File: config.mk
export PLATFORM = sky130hd
export DESIGN_NAME = pipe_stage_reg
export DESIGN_NICKNAME = d
export VERILOG_FILES = /design/src/rtl/pipe_stage_reg.sv
export SDC_FILE = /design/constraint.sdc
export NUM_CORES = 1
export LEC_CHECK = 0
export BUFFER_PORTS_ARGS = -buffer_cell sky130_fd_sc_hd__clkbuf_2
export CORE_ASPECT_RATIO = 1.1
export CORE_MARGIN = 3
export CORE_UTILIZATION = 59
export CTS_CLUSTER_SIZE = 30
export DETAILED_ROUTE_END_ITERATION = 10
export PLACE_DENSITY = 0.82
export SYNTH_ARGS = -nofsm -noshare
export SYNTH_HDL_FRONTEND = slang
export SYNTH_SLANG_ARGS = --single-unit
File: constraint.sdc
create_clock -name CLK -period 3.75 [get_ports CLK]
set_input_delay 0.375 -clock CLK [delete_from_list [all_inputs] [get_ports CLK]]
set_output_delay 0.375 -clock CLK [all_outputs]
set_load 0.005 [all_outputs]
File: src/rtl/pipe_stage_reg.sv
// Purpose : two-entry skid-buffered pipeline stage with flush-to-bubble (NOP_VAL); optional
//           stall/flush statistics counters when PIPE_STAGE_STATS_EN is defined.
// Latency : one cycle from accept to out_data when the stage is empty or drained on the same edge.
// Backpr. : in_ready is registered (low only when both entries are full); no combinational out_ready path.
module pipe_stage_reg #(
    parameter int                 DATA_W  = 32,
    parameter logic [DATA_W-1:0]  NOP_VAL = '0
) (
    input  logic              CLK,
    input  logic              nRST,
    input  logic              flush,
    input  logic              in_valid,
    output logic              in_ready,
    input  logic [DATA_W-1:0] in_data,
    output logic              out_valid,
    input  logic              out_ready,
    output logic [DATA_W-1:0] out_data
`ifdef PIPE_STAGE_STATS_EN
    ,
    output logic [31:0]       stall_cnt,
    output logic [31:0]       flush_cnt
`endif
);

    typedef enum logic [1:0] {
        EMPTY = 2'd0,
        ONE   = 2'd1,
        TWO   = 2'd2
    } state_t;

    state_t            state;
    logic [DATA_W-1:0] main_q;
    logic [DATA_W-1:0] skid_q;
    logic              accept;
    logic              take;

    // Handshakes use the registered ready/valid so neither depends on the opposite side combinationally.
    assign accept   = in_valid & in_ready;
    assign take     = out_valid & out_ready;
    assign out_data = main_q;

    // Occupancy FSM: payload storage plus registered out_valid/in_ready derived from the next state.
    always_ff @(posedge CLK or negedge nRST) begin
        if (!nRST) begin
            state     <= EMPTY;
            main_q    <= NOP_VAL;
            skid_q    <= NOP_VAL;
            out_valid <= 1'b0;
            in_ready  <= 1'b1;
        end else if (flush) begin
            // Flush wins over everything; a concurrent take is simply consumed, a concurrent accept is lost.
            state     <= EMPTY;
            main_q    <= NOP_VAL;
            skid_q    <= NOP_VAL;
            out_valid <= 1'b0;
            in_ready  <= 1'b1;
        end else begin
            case (state)
                EMPTY: begin
                    if (accept) begin
                        state     <= ONE;
                        main_q    <= in_data;
                        out_valid <= 1'b1;
                        in_ready  <= 1'b1;
                    end
                end
                ONE: begin
                    if (accept && take) begin
                        main_q <= in_data;
                    end else if (accept) begin
                        state    <= TWO;
                        skid_q   <= in_data;
                        in_ready <= 1'b0;
                    end else if (take) begin
                        // Drained: return to the bubble encoding so out_data is NOP while invalid.
                        state     <= EMPTY;
                        main_q    <= NOP_VAL;
                        out_valid <= 1'b0;
                        in_ready  <= 1'b1;
                    end
                end
                TWO: begin
                    if (take) begin
                        state    <= ONE;
                        main_q   <= skid_q;
                        skid_q   <= NOP_VAL;
                        in_ready <= 1'b1;
                    end
                end
                default: begin
                    state     <= EMPTY;
                    main_q    <= NOP_VAL;
                    skid_q    <= NOP_VAL;
                    out_valid <= 1'b0;
                    in_ready  <= 1'b1;
                end
            endcase
        end
    end

`ifdef PIPE_STAGE_STATS_EN
    // Saturating statistics; only reset clears them, flush does not.
    always_ff @(posedge CLK or negedge nRST) begin
        if (!nRST) begin
            stall_cnt <= 32'd0;
            flush_cnt <= 32'd0;
        end else begin
            if (out_valid && !out_ready && (stall_cnt != 32'hFFFF_FFFF)) begin
                stall_cnt <= stall_cnt + 32'd1;
            end
            if (flush && (state != EMPTY) && (flush_cnt != 32'hFFFF_FFFF)) begin
                flush_cnt <= flush_cnt + 32'd1;
            end
        end
    end
`endif

endmodule

==> impl_metrics.env, run 1 <==
export IMPL_status="complete, no violations"
export IMPL_grt_pass1_wl_mm=13.38
export IMPL_cts_tree="built"
export IMPL_yosys_warnings=0
export IMPL_h_tree_depth=3
export IMPL_core_area_um2=5500
export IMPL_finalCriticalPeriod_ps=2617
export IMPL_postCtsResizedCells=0
export IMPL_synth_top_area_share_pct=48.99
export IMPL_dp_slack_ps=1141
export IMPL_syn_area_um2=3422
export IMPL_slew_headroom_pct=34.63
export IMPL_cts_setup_buffers=0
export IMPL_slew_viol_final=0
export IMPL_path_cells="inv_1, ha_1, buf_4, nor2b_2, nand2_1, nand3_1, buf_4, o2bb2ai_1"
export IMPL_dp_hpwl_mm=5.020
export IMPL_syn_nets=400
export IMPL_max_freq_ghz=0.3821
export IMPL_areaGrowthSynthToFinish_pct=17.33
export IMPL_placed_cell_area_um2=3799
export IMPL_grt_max_degree=45
export IMPL_combPwrFrac_pct=38.7
export IMPL_max_cap_violations=0
export IMPL_clk_pin_slew_ps=80
export IMPL_cp_depth=8
export IMPL_yosysTopAreaCell="dfrtp_1"
export IMPL_placementRows=28
export IMPL_drtIter0Drc=239
export IMPL_cp_slowest_cell="nand3_1"
export IMPL_cts_root_buf="clkbuf_8"
export IMPL_grt_pass1_vias=2875
export IMPL_pwr_share_clk_pct=23.4
export IMPL_grt_util_all_layers_pct=25.33
export IMPL_io_pins=71
export IMPL_hp_class="input port to async pin"
export IMPL_cp_start_kind="flip-flop"
export IMPL_portBuffers=70
export IMPL_finalWirelength_mm=7.883
export IMPL_fp_dieW_um=78.62
export IMPL_rsz0062_at_grt="false"
export IMPL_hold_ws_ps=178.4
export IMPL_wl_per_cell_um=15.64
export IMPL_nets=465
export IMPL_overflow=0
export IMPL_antenna_found_initial=0
export IMPL_cp_arrival_ps=2850
export IMPL_fin_crit_sh_pct=69.79
export IMPL_avgSynthCellArea_um2=9.532
export IMPL_synth_top_flop_cell="dfrtp_1"
export IMPL_ir_drop_v=0.0004481
export IMPL_n_fill_cell=414
export IMPL_ant_nets=0
export IMPL_setup_tns_ps=0
export IMPL_worst_setup_path_end_kind="flip-flop"
export IMPL_final_common_cell="clkbuf_2"
export IMPL_switching_share_pct=37.57
export IMPL_final_cell_mix="clkbuf_2, nand2_1, dfrtp_1"
export IMPL_crit_top_cell="buf_4"
export IMPL_cp_buffers_inverters=3
export IMPL_drc_errors=0
export IMPL_start_util_pct=62.22
export IMPL_critPathRequiredTime_ps=3990
export IMPL_drive_above_1_share_pct=23.78
export IMPL_hold_violations=0
export IMPL_clock_path_buffers=2
export IMPL_finalWeightedCongestion=0.8662
export IMPL_power_leakage_nw=1.904
export IMPL_ff2ff_path_depth=8
export IMPL_cts_buffers=9
export IMPL_finalClockSkew_ps=10.29
export IMPL_fin_area_um2=4015
export IMPL_cp_top_family="simple AND/OR/NAND/NOR gates"
export IMPL_dieHeight_um=85.88
export IMPL_dieArea_um2=6751
export IMPL_hold_buffers=0
export IMPL_powerDensity_nw_per_um2=705.2
export IMPL_p_switching_w=0.001064
export IMPL_crit_type="flip-flop to flip-flop"
export IMPL_synth_cells=359
export IMPL_cts_sinks=68
export IMPL_synth_seq_cells=68
export IMPL_synth_area_top_cells="dfrtp_1, mux2i_1, o2bb2ai_1"
export IMPL_internal_power_w=0.001767
export IMPL_diodes=0
export IMPL_timing_final_ws_setup_ps=1133
export IMPL_synth_distinct_cells=35
export IMPL_avgViaCountPerCell=5.754
export IMPL_insertion_delay_ps=350
export IMPL_max_slew_worst_pin_slew_ps=980.5
export IMPL_synthArstFlopShare_pct=100.0
export IMPL_synth_edf_count=0
export IMPL_crit_fanout=34
export IMPL_pwr_share_seq_pct=37.9
export IMPL_ys_seq_area_share_pct=49.76
export IMPL_first_pass_iters=5
export IMPL_vias=2900
export IMPL_setup_viol=0
export IMPL_slowest_delay_ps=510
-- cells in the mapped netlist, types with 2 or more instances --
cell type and number:
ha_1 4, nor2_1 5, dfrtp_1 67, nand3_1 3, o21ai_0 34, inv_1 36
mux2i_1 32, a21oi_1 33, nor2b_1 2, o2bb2ai_1 32, clkbuf_1 9, buf_2 10
nand2_1 68, buf_6 3
-- layout make-up --
class	count	area (um2)	share of cell area, %
Clock inverter	6	88.84	2.213
Sequential cell	68	1703	42.41
Timing Repair Buffer	77	402.9	10.03
Multi-Input combinational cell	231	1460	36.37
Clock buffer	10	127.6	3.179
Tap cell	75	93.84	2.337
Inverter	37	138.9	3.459
-- through the flow --
step	power (W)	instances	util (%)
after detailed placement	0.002169	488	69.06
after global placement	0.002146	488	69.06
after floorplan	0.001837	359	-
after global routing	0.003031	504	73.00
after CTS	0.002845	504	73.00
final	0.002831	504	73.00
-- metal layers --
| metal | wire (um) | GRT usage, % |
|---|---|---|
| met1 | 3342 | 33.91 |
| met2 | 3860 | 39.54 |
| met3 | 542 | 6.408 |
| met4 | 139 | 10.33 |
| met5 | 0 | 0 |
-- logic make-up after synthesis --
family | synth area share, %
and+or+nand+nor | 9.616
adders and majority gates | 1.463
DFF | 49.76
buffers and inverters | 7.715
xor gates and xnor gates | 0.2560
AOI/OAI and AO/OA | 21.83
muxes | 9.360
-- power groups by stage --
stage / Clock [W] / Combinational [W] / Sequential (W)
after CTS: 0.000672 / 0.00110 / 0.00107
after global routing: 0.000713 / 0.00122 / 0.00110
after floorplan: 0 / 0.000757 / 0.00108
after global placement: 0 / 0.00107 / 0.00108
after detailed placement: 0 / 0.00109 / 0.00108
final: 0.000662 / 0.00110 / 0.00107
-- state kept, by name (all words and copies together) (netlist names) --
register,flops
in_ready,1
out_data,32
out_valid,1
skid_q,32
state,2
-- final timing paths --
check	start	endpoint	slack [ps]
max	state[0]	out_data[19]	1130
min reg2reg	out_data[23]	out_data[23]	490
max reg2reg	state[0]	out_data[19]	1130
max in group asynchronous	nRST	out_data[23]	2660
min in group CLK	in_data[3]	skid_q[3]	270
min	nRST	out_data[22]	180
Note: power is estimated with default switching activity, not from simulation.
==> run 2: changes to the inputs <==
--- a/config.mk
+++ b/config.mk
@@ -8,10 +8,10 @@
 export BUFFER_PORTS_ARGS = -buffer_cell sky130_fd_sc_hd__clkbuf_2
 export CORE_ASPECT_RATIO = 1.1
 export CORE_MARGIN = 3
-export CORE_UTILIZATION = 59
+export CORE_UTILIZATION = 49
 export CTS_CLUSTER_SIZE = 30
 export DETAILED_ROUTE_END_ITERATION = 10
-export PLACE_DENSITY = 0.82
+export PLACE_DENSITY = 0.72
 export SYNTH_ARGS = -nofsm -noshare
 export SYNTH_HDL_FRONTEND = slang
 export SYNTH_SLANG_ARGS = --single-unit
==> constraint.sdc (replaced) <==
create_clock -name CLK -period 2.21 [get_ports CLK]
set_input_delay 0.221 -clock CLK [delete_from_list [all_inputs] [get_ports CLK]]
set_output_delay 0.221 -clock CLK [all_outputs]
set_load 0.005 [all_outputs]
==> impl_metrics.env, run 2 (synthesis gave the netlist of run 1 again) <==
export IMPL_finalCriticalPeriod_ps=1865
export IMPL_fp_dieW_um=85.68
export IMPL_min_path_cells=3
export IMPL_stdcell_count=517
export IMPL_nets=471
export IMPL_cts_tree="built"
export IMPL_io_pins=71
export IMPL_rsz0062_at_grt="false"
export IMPL_h_tree_depth=3
export IMPL_finalClockSkew_ps=8.663
export IMPL_cts_root_buf="clkbuf_8"
export IMPL_grt_max_degree=34
export IMPL_max_slew_worst_pin_slew_ps=522.0
export IMPL_pwr_share_clk_pct=23.6
export IMPL_ff2ff_path_depth=7
export IMPL_insertion_delay_ps=350
export IMPL_cp_top_family="buffers and inverters"
export IMPL_status="complete, no violations"
export IMPL_grt_pass1_wl_mm=13.59
export IMPL_internal_power_w=0.003094
export IMPL_hold_violations=0
export IMPL_finalWeightedCongestion=0.8651
export IMPL_crit_type="flip-flop to flip-flop"
export IMPL_diodes=0
export IMPL_slew_viol_final=0
export IMPL_areaGrowthSynthToFinish_pct=19.93
export IMPL_clk_pin_slew_ps=80
export IMPL_cp_slowest_cell="dfrtp_1"
export IMPL_setup_tns_ps=0
export IMPL_drc_errors=0
export IMPL_switching_share_pct=37.34
export IMPL_grt_util_all_layers_pct=21.49
export IMPL_cp_start_kind="flip-flop"
export IMPL_drtIter0Drc=133
export IMPL_fin_crit_sh_pct=84.40
export IMPL_vias=2839
export IMPL_combPwrFrac_pct=39.4
export IMPL_powerDensity_nw_per_um2=1203
export IMPL_max_freq_ghz=0.5361
export IMPL_slew_headroom_pct=65.20
export IMPL_ant_nets=0
export IMPL_start_util_pct=51.29
export IMPL_max_cap_violations=0
export IMPL_final_common_cell="clkbuf_2"
export IMPL_wl_per_cell_um=15.48
export IMPL_antenna_found_initial=0
export IMPL_min_from="in_data[7]"
export IMPL_finalWirelength_mm=8.003
export IMPL_cp_arrival_ps=2130
export IMPL_cts_buffers=9
export IMPL_dieArea_um2=8024
export IMPL_rrSetupSlack_ps=340
export IMPL_timing_rr_end="out_data[1]"
export IMPL_worst_setup_path_end_kind="flip-flop"
export IMPL_grt_pass1_vias=2788
export IMPL_cp_buffers_inverters=2
export IMPL_ir_drop_v=0.0007018
export IMPL_r2r_start="state[1]"
export IMPL_drive_above_1_share_pct=24.83
export IMPL_portBuffers=70
export IMPL_crit_fanout=31
export IMPL_dp_hpwl_mm=5.299
export IMPL_placementRows=31
export IMPL_avgViaCountPerCell=5.491
export IMPL_final_cell_mix="clkbuf_2, nand2_1, dfrtp_1"
export IMPL_cts_setup_buffers=0
export IMPL_first_pass_iters=4
export IMPL_cts_sinks=68
export IMPL_placed_cells=500
export IMPL_critPathRequiredTime_ps=2480
export IMPL_overflow=0
export IMPL_p_switching_w=0.001844
export IMPL_dp_slack_ps=364.9
export IMPL_clock_path_buffers=2
export IMPL_dieHeight_um=93.65
export IMPL_hp_class="input port to flip-flop"
export IMPL_setup_viol=0
export IMPL_hold_end="skid_q[7]"
export IMPL_pwr_share_seq_pct=37.0
export IMPL_core_area_um2=6671
export IMPL_slowest_delay_ps=420
export IMPL_path_cells="inv_1, ha_1, nand3_1, nor2_2, buf_4, a21oi_1, o2bb2ai_1"
export IMPL_timing_final_ws_setup_ps=344.7
export IMPL_power_leakage_nw=1.951
[run 2: metrics by stage]
stage                     area [um2]  power [W]  util, %  hold slack, ps
after CTS                       4104   0.004981    61.52           101.6
final                           4104   0.004938    61.52           110.2
after global routing            4104   0.005283    61.52           115.0
after global placement          3870   0.003734    58.01           229.6
after detailed placement        3870   0.003800    58.01           228.9
after floorplan                 3422   0.003117        -          -74.59
[run 2: tightest hold or removal path: cells and delay by family]
kind | cells | cell delay (ps)
AND/OR/NAND/NOR | 1 | 50
buffers and inverters | 1 | 100
multiplexers | 1 | 50
[run 2: power by group through the flow]
stage	clock [W]	combinational (W)	sequential, W
after floorplan	0	0.00128	0.00183
after global routing	0.00124	0.00216	0.00188
after global placement	0	0.00190	0.00183
after CTS	0.00119	0.00196	0.00183
after detailed placement	0	0.00196	0.00184
final	0.00117	0.00194	0.00183
[run 2: final cells by class]
| cell class | instances | area [um2] |
|---|---|---|
| clock inverters | 6 | 86.33 |
| fillers | 609 | 2567 |
| inverters | 37 | 138.9 |
| repair buffers | 83 | 475.5 |
| multi-input cells | 231 | 1460 |
| well taps | 82 | 102.6 |
| flip-flops and latches | 68 | 1703 |
| clock buffers | 10 | 137.6 |
[run 2: how the worst max path moves through the flow]
stage,start,to,cells past startpoint
floorplan,state[0],out_data[30],8
global placement,state[1],skid_q[0],6
detailed placement,state[1],skid_q[3],6
CTS,state[1],out_data[1],7
global route,state[1],out_data[16],7
finish,state[1],out_data[1],7
[run 2: layer usage]
layer | vias to the layer above | global-route usage [%] | wire length, um
met4 | 0 | 6.860 | 82
met5 | - | 0 | 0
met2 | 71 | 31.67 | 3658
li1 | 1378 | - | -
met1 | 1384 | 30.95 | 3817
met3 | 6 | 5.551 | 445
[run 2: what timing repair did]
item / 4_1_cts / 5_1_grt
hold buffers: 1 / 0
gates resized for setup: 0 / 0
hold endpoints to repair: 21 / 0
==> run 3: changes to the inputs <==
==> constraint.sdc (replaced) <==
create_clock -name CLK -period 1.64 [get_ports CLK]
set_input_delay 0.164 -clock CLK [delete_from_list [all_inputs] [get_ports CLK]]
set_output_delay 0.164 -clock CLK [all_outputs]
set_load 0.005 [all_outputs]
==> impl_metrics.env, run 3 (synthesis gave the netlist of run 1 again) <==
export IMPL_powerDensity_nw_per_um2=1640
export IMPL_dieHeight_um=93.65
export IMPL_cts_buffers=9
export IMPL_timing_final_ws_setup_ps=-60.17
export IMPL_finalCriticalPeriod_ps=1700
export IMPL_hold_violations=0
export IMPL_h_tree_depth=3
export IMPL_finalWeightedCongestion=0.8851
export IMPL_hp_class="input port to flip-flop"
export IMPL_cts_tree="built"
export IMPL_grt_util_all_layers_pct=22.43
export IMPL_portBuffers=70
export IMPL_core_area_um2=6671
export IMPL_ir_drop_v=0.0009411
export IMPL_drc_errors=0
export IMPL_power_leakage_nw=2.166
export IMPL_placementRows=31
export IMPL_placed_cells=509
export IMPL_first_pass_iters=6
export IMPL_stdcell_count=538
export IMPL_crit_type="flip-flop to flip-flop"
export IMPL_max_freq_ghz=0.5882
export IMPL_wl_per_cell_um=17.80
export IMPL_final_cell_mix="clkbuf_2, nand2_1, dfrtp_1"
export IMPL_rrSetupSlack_ps=-60
export IMPL_dp_slack_ps=-13.47
export IMPL_worst_setup_path_end_kind="flip-flop"
export IMPL_slew_headroom_pct=63.68
export IMPL_finalClockSkew_ps=8.152
export IMPL_clk_pin_slew_ps=80
export IMPL_clock_path_buffers=2
export IMPL_avgViaCountPerCell=5.652
export IMPL_areaGrowthSynthToFinish_pct=37.40
export IMPL_grt_max_degree=49
export IMPL_ant_nets=0
export IMPL_setup_viol=25
export IMPL_rsz0062_at_grt="true"
export IMPL_nets=492
export IMPL_cts_root_buf="clkbuf_8"
export IMPL_cp_arrival_ps=1980
export IMPL_slew_viol_final=0
export IMPL_max_slew_worst_pin_slew_ps=544.8
export IMPL_dp_hpwl_mm=5.501
export IMPL_crit_fanout=6
export IMPL_io_pins=71
export IMPL_crit_start="state[1]"
export IMPL_min_path_cells=3
export IMPL_insertion_delay_ps=360
export IMPL_final_common_cell="clkbuf_2"
export IMPL_setup_tns_ps=-873.1
export IMPL_dieArea_um2=8024
export IMPL_grt_pass1_vias=2958
export IMPL_diodes=0
export IMPL_fin_area_um2=4702
export IMPL_overflow=0
export IMPL_placed_cell_area_um2=3980
export IMPL_hold_end="skid_q[27]"
export IMPL_finalWirelength_mm=9.579
export IMPL_r2r_start="state[1]"
export IMPL_hold_ws_ps=46.81
export IMPL_status="complete, but fails checks"
export IMPL_vias=3041
export IMPL_cts_sinks=68
export IMPL_ff2ff_path_depth=8
export IMPL_drive_above_1_share_pct=38.38
export IMPL_critPathRequiredTime_ps=1920
export IMPL_antenna_found_initial=0
export IMPL_failed_checks="negative setup slack"
export IMPL_grt_pass1_wl_mm=14.19
export IMPL_timing_rr_end="out_data[12]"
export IMPL_drtIter0Drc=254
export IMPL_fp_dieW_um=85.68
export IMPL_min_from="in_data[27]"
export IMPL_max_cap_violations=0
export IMPL_cp_start_kind="flip-flop"
export IMPL_fin_crit_sh_pct=103.7
export IMPL_start_util_pct=51.29
-- run 3: cell count changes in the layout (fill, tap and decap cells not counted), sizes merged --
cell	before	now
clkbuf	79	82
clkinvlp	1	0
clkinv	2	3
buf	13	30
bufinv	2	3
-- run 3: cell type report --
| type | count | area [um2] |
|---|---|---|
| Tap cell | 82 | 102.6 |
| Inverter | 37 | 141.4 |
| Timing Repair Buffer | 104 | 775.7 |
| Clock inverter | 7 | 113.9 |
| Sequential cell | 68 | 1704 |
| Fill cell | 484 | 1969 |
| Multi-Input combinational cell | 231 | 1740 |
| Clock buffer | 9 | 123.9 |
-- run 3: worst max path at each step --
stage / to / slack (ps) / depth (start not counted)
floorplan: out_data[30] / 30 / 8
global placement: skid_q[24] / 70 / 6
detailed placement: out_data[26] / -10 / 7
CTS: out_data[26] / -7 / 7
global route: out_data[20] / -140 / 8
finish: out_data[12] / -60 / 8
-- run 3: power by group --
group          switching [W]  leakage [nW]  internal [W]  total [W]
clock               0.000695         0.123       0.00101    0.00170
combinational        0.00192          1.13       0.00158    0.00350
sequential          0.000318         0.916       0.00219    0.00251
total                0.00293          2.17       0.00478    0.00771
-- run 3: timing repair --
item	4_1_cts	5_1_grt
setup buffers	1	4
hold buffers	1	0
setup endpoints to repair	23	64
resized for setup	6	64
gates cloned	1	6
pin swaps	1	37
hold endpoints to repair	19	0
-- run 3: through the flow --
step / power, W / utilization [%]
2_1_floorplan: 0.004208 / -
3_3_place_gp: 0.005188 / 59.66
3_5_place_dp: 0.005266 / 59.66
4_1_cts: 0.007100 / 64.23
5_1_grt: 0.008169 / 70.48
6_report: 0.007713 / 70.48
-- run 3: routing by layer --
layer  GRT usage, %  wire, um  up-vias
li1               -         -     1417
met1          31.65      4048     1482
met2          34.33      4628      119
met3          3.084       670       23
met4          10.16       232        0
met5              0         0        -
-- run 3: worst max-delay path, cell delays in order, from the launching register on --
cell       delay, ps
dfrtp_2          440
inv_4             90
ha_4             170
buf_6            110
nand3_4           90
nor2_4           300
clkbuf_16        240
a21oi_4           60
o2bb2ai_2        130
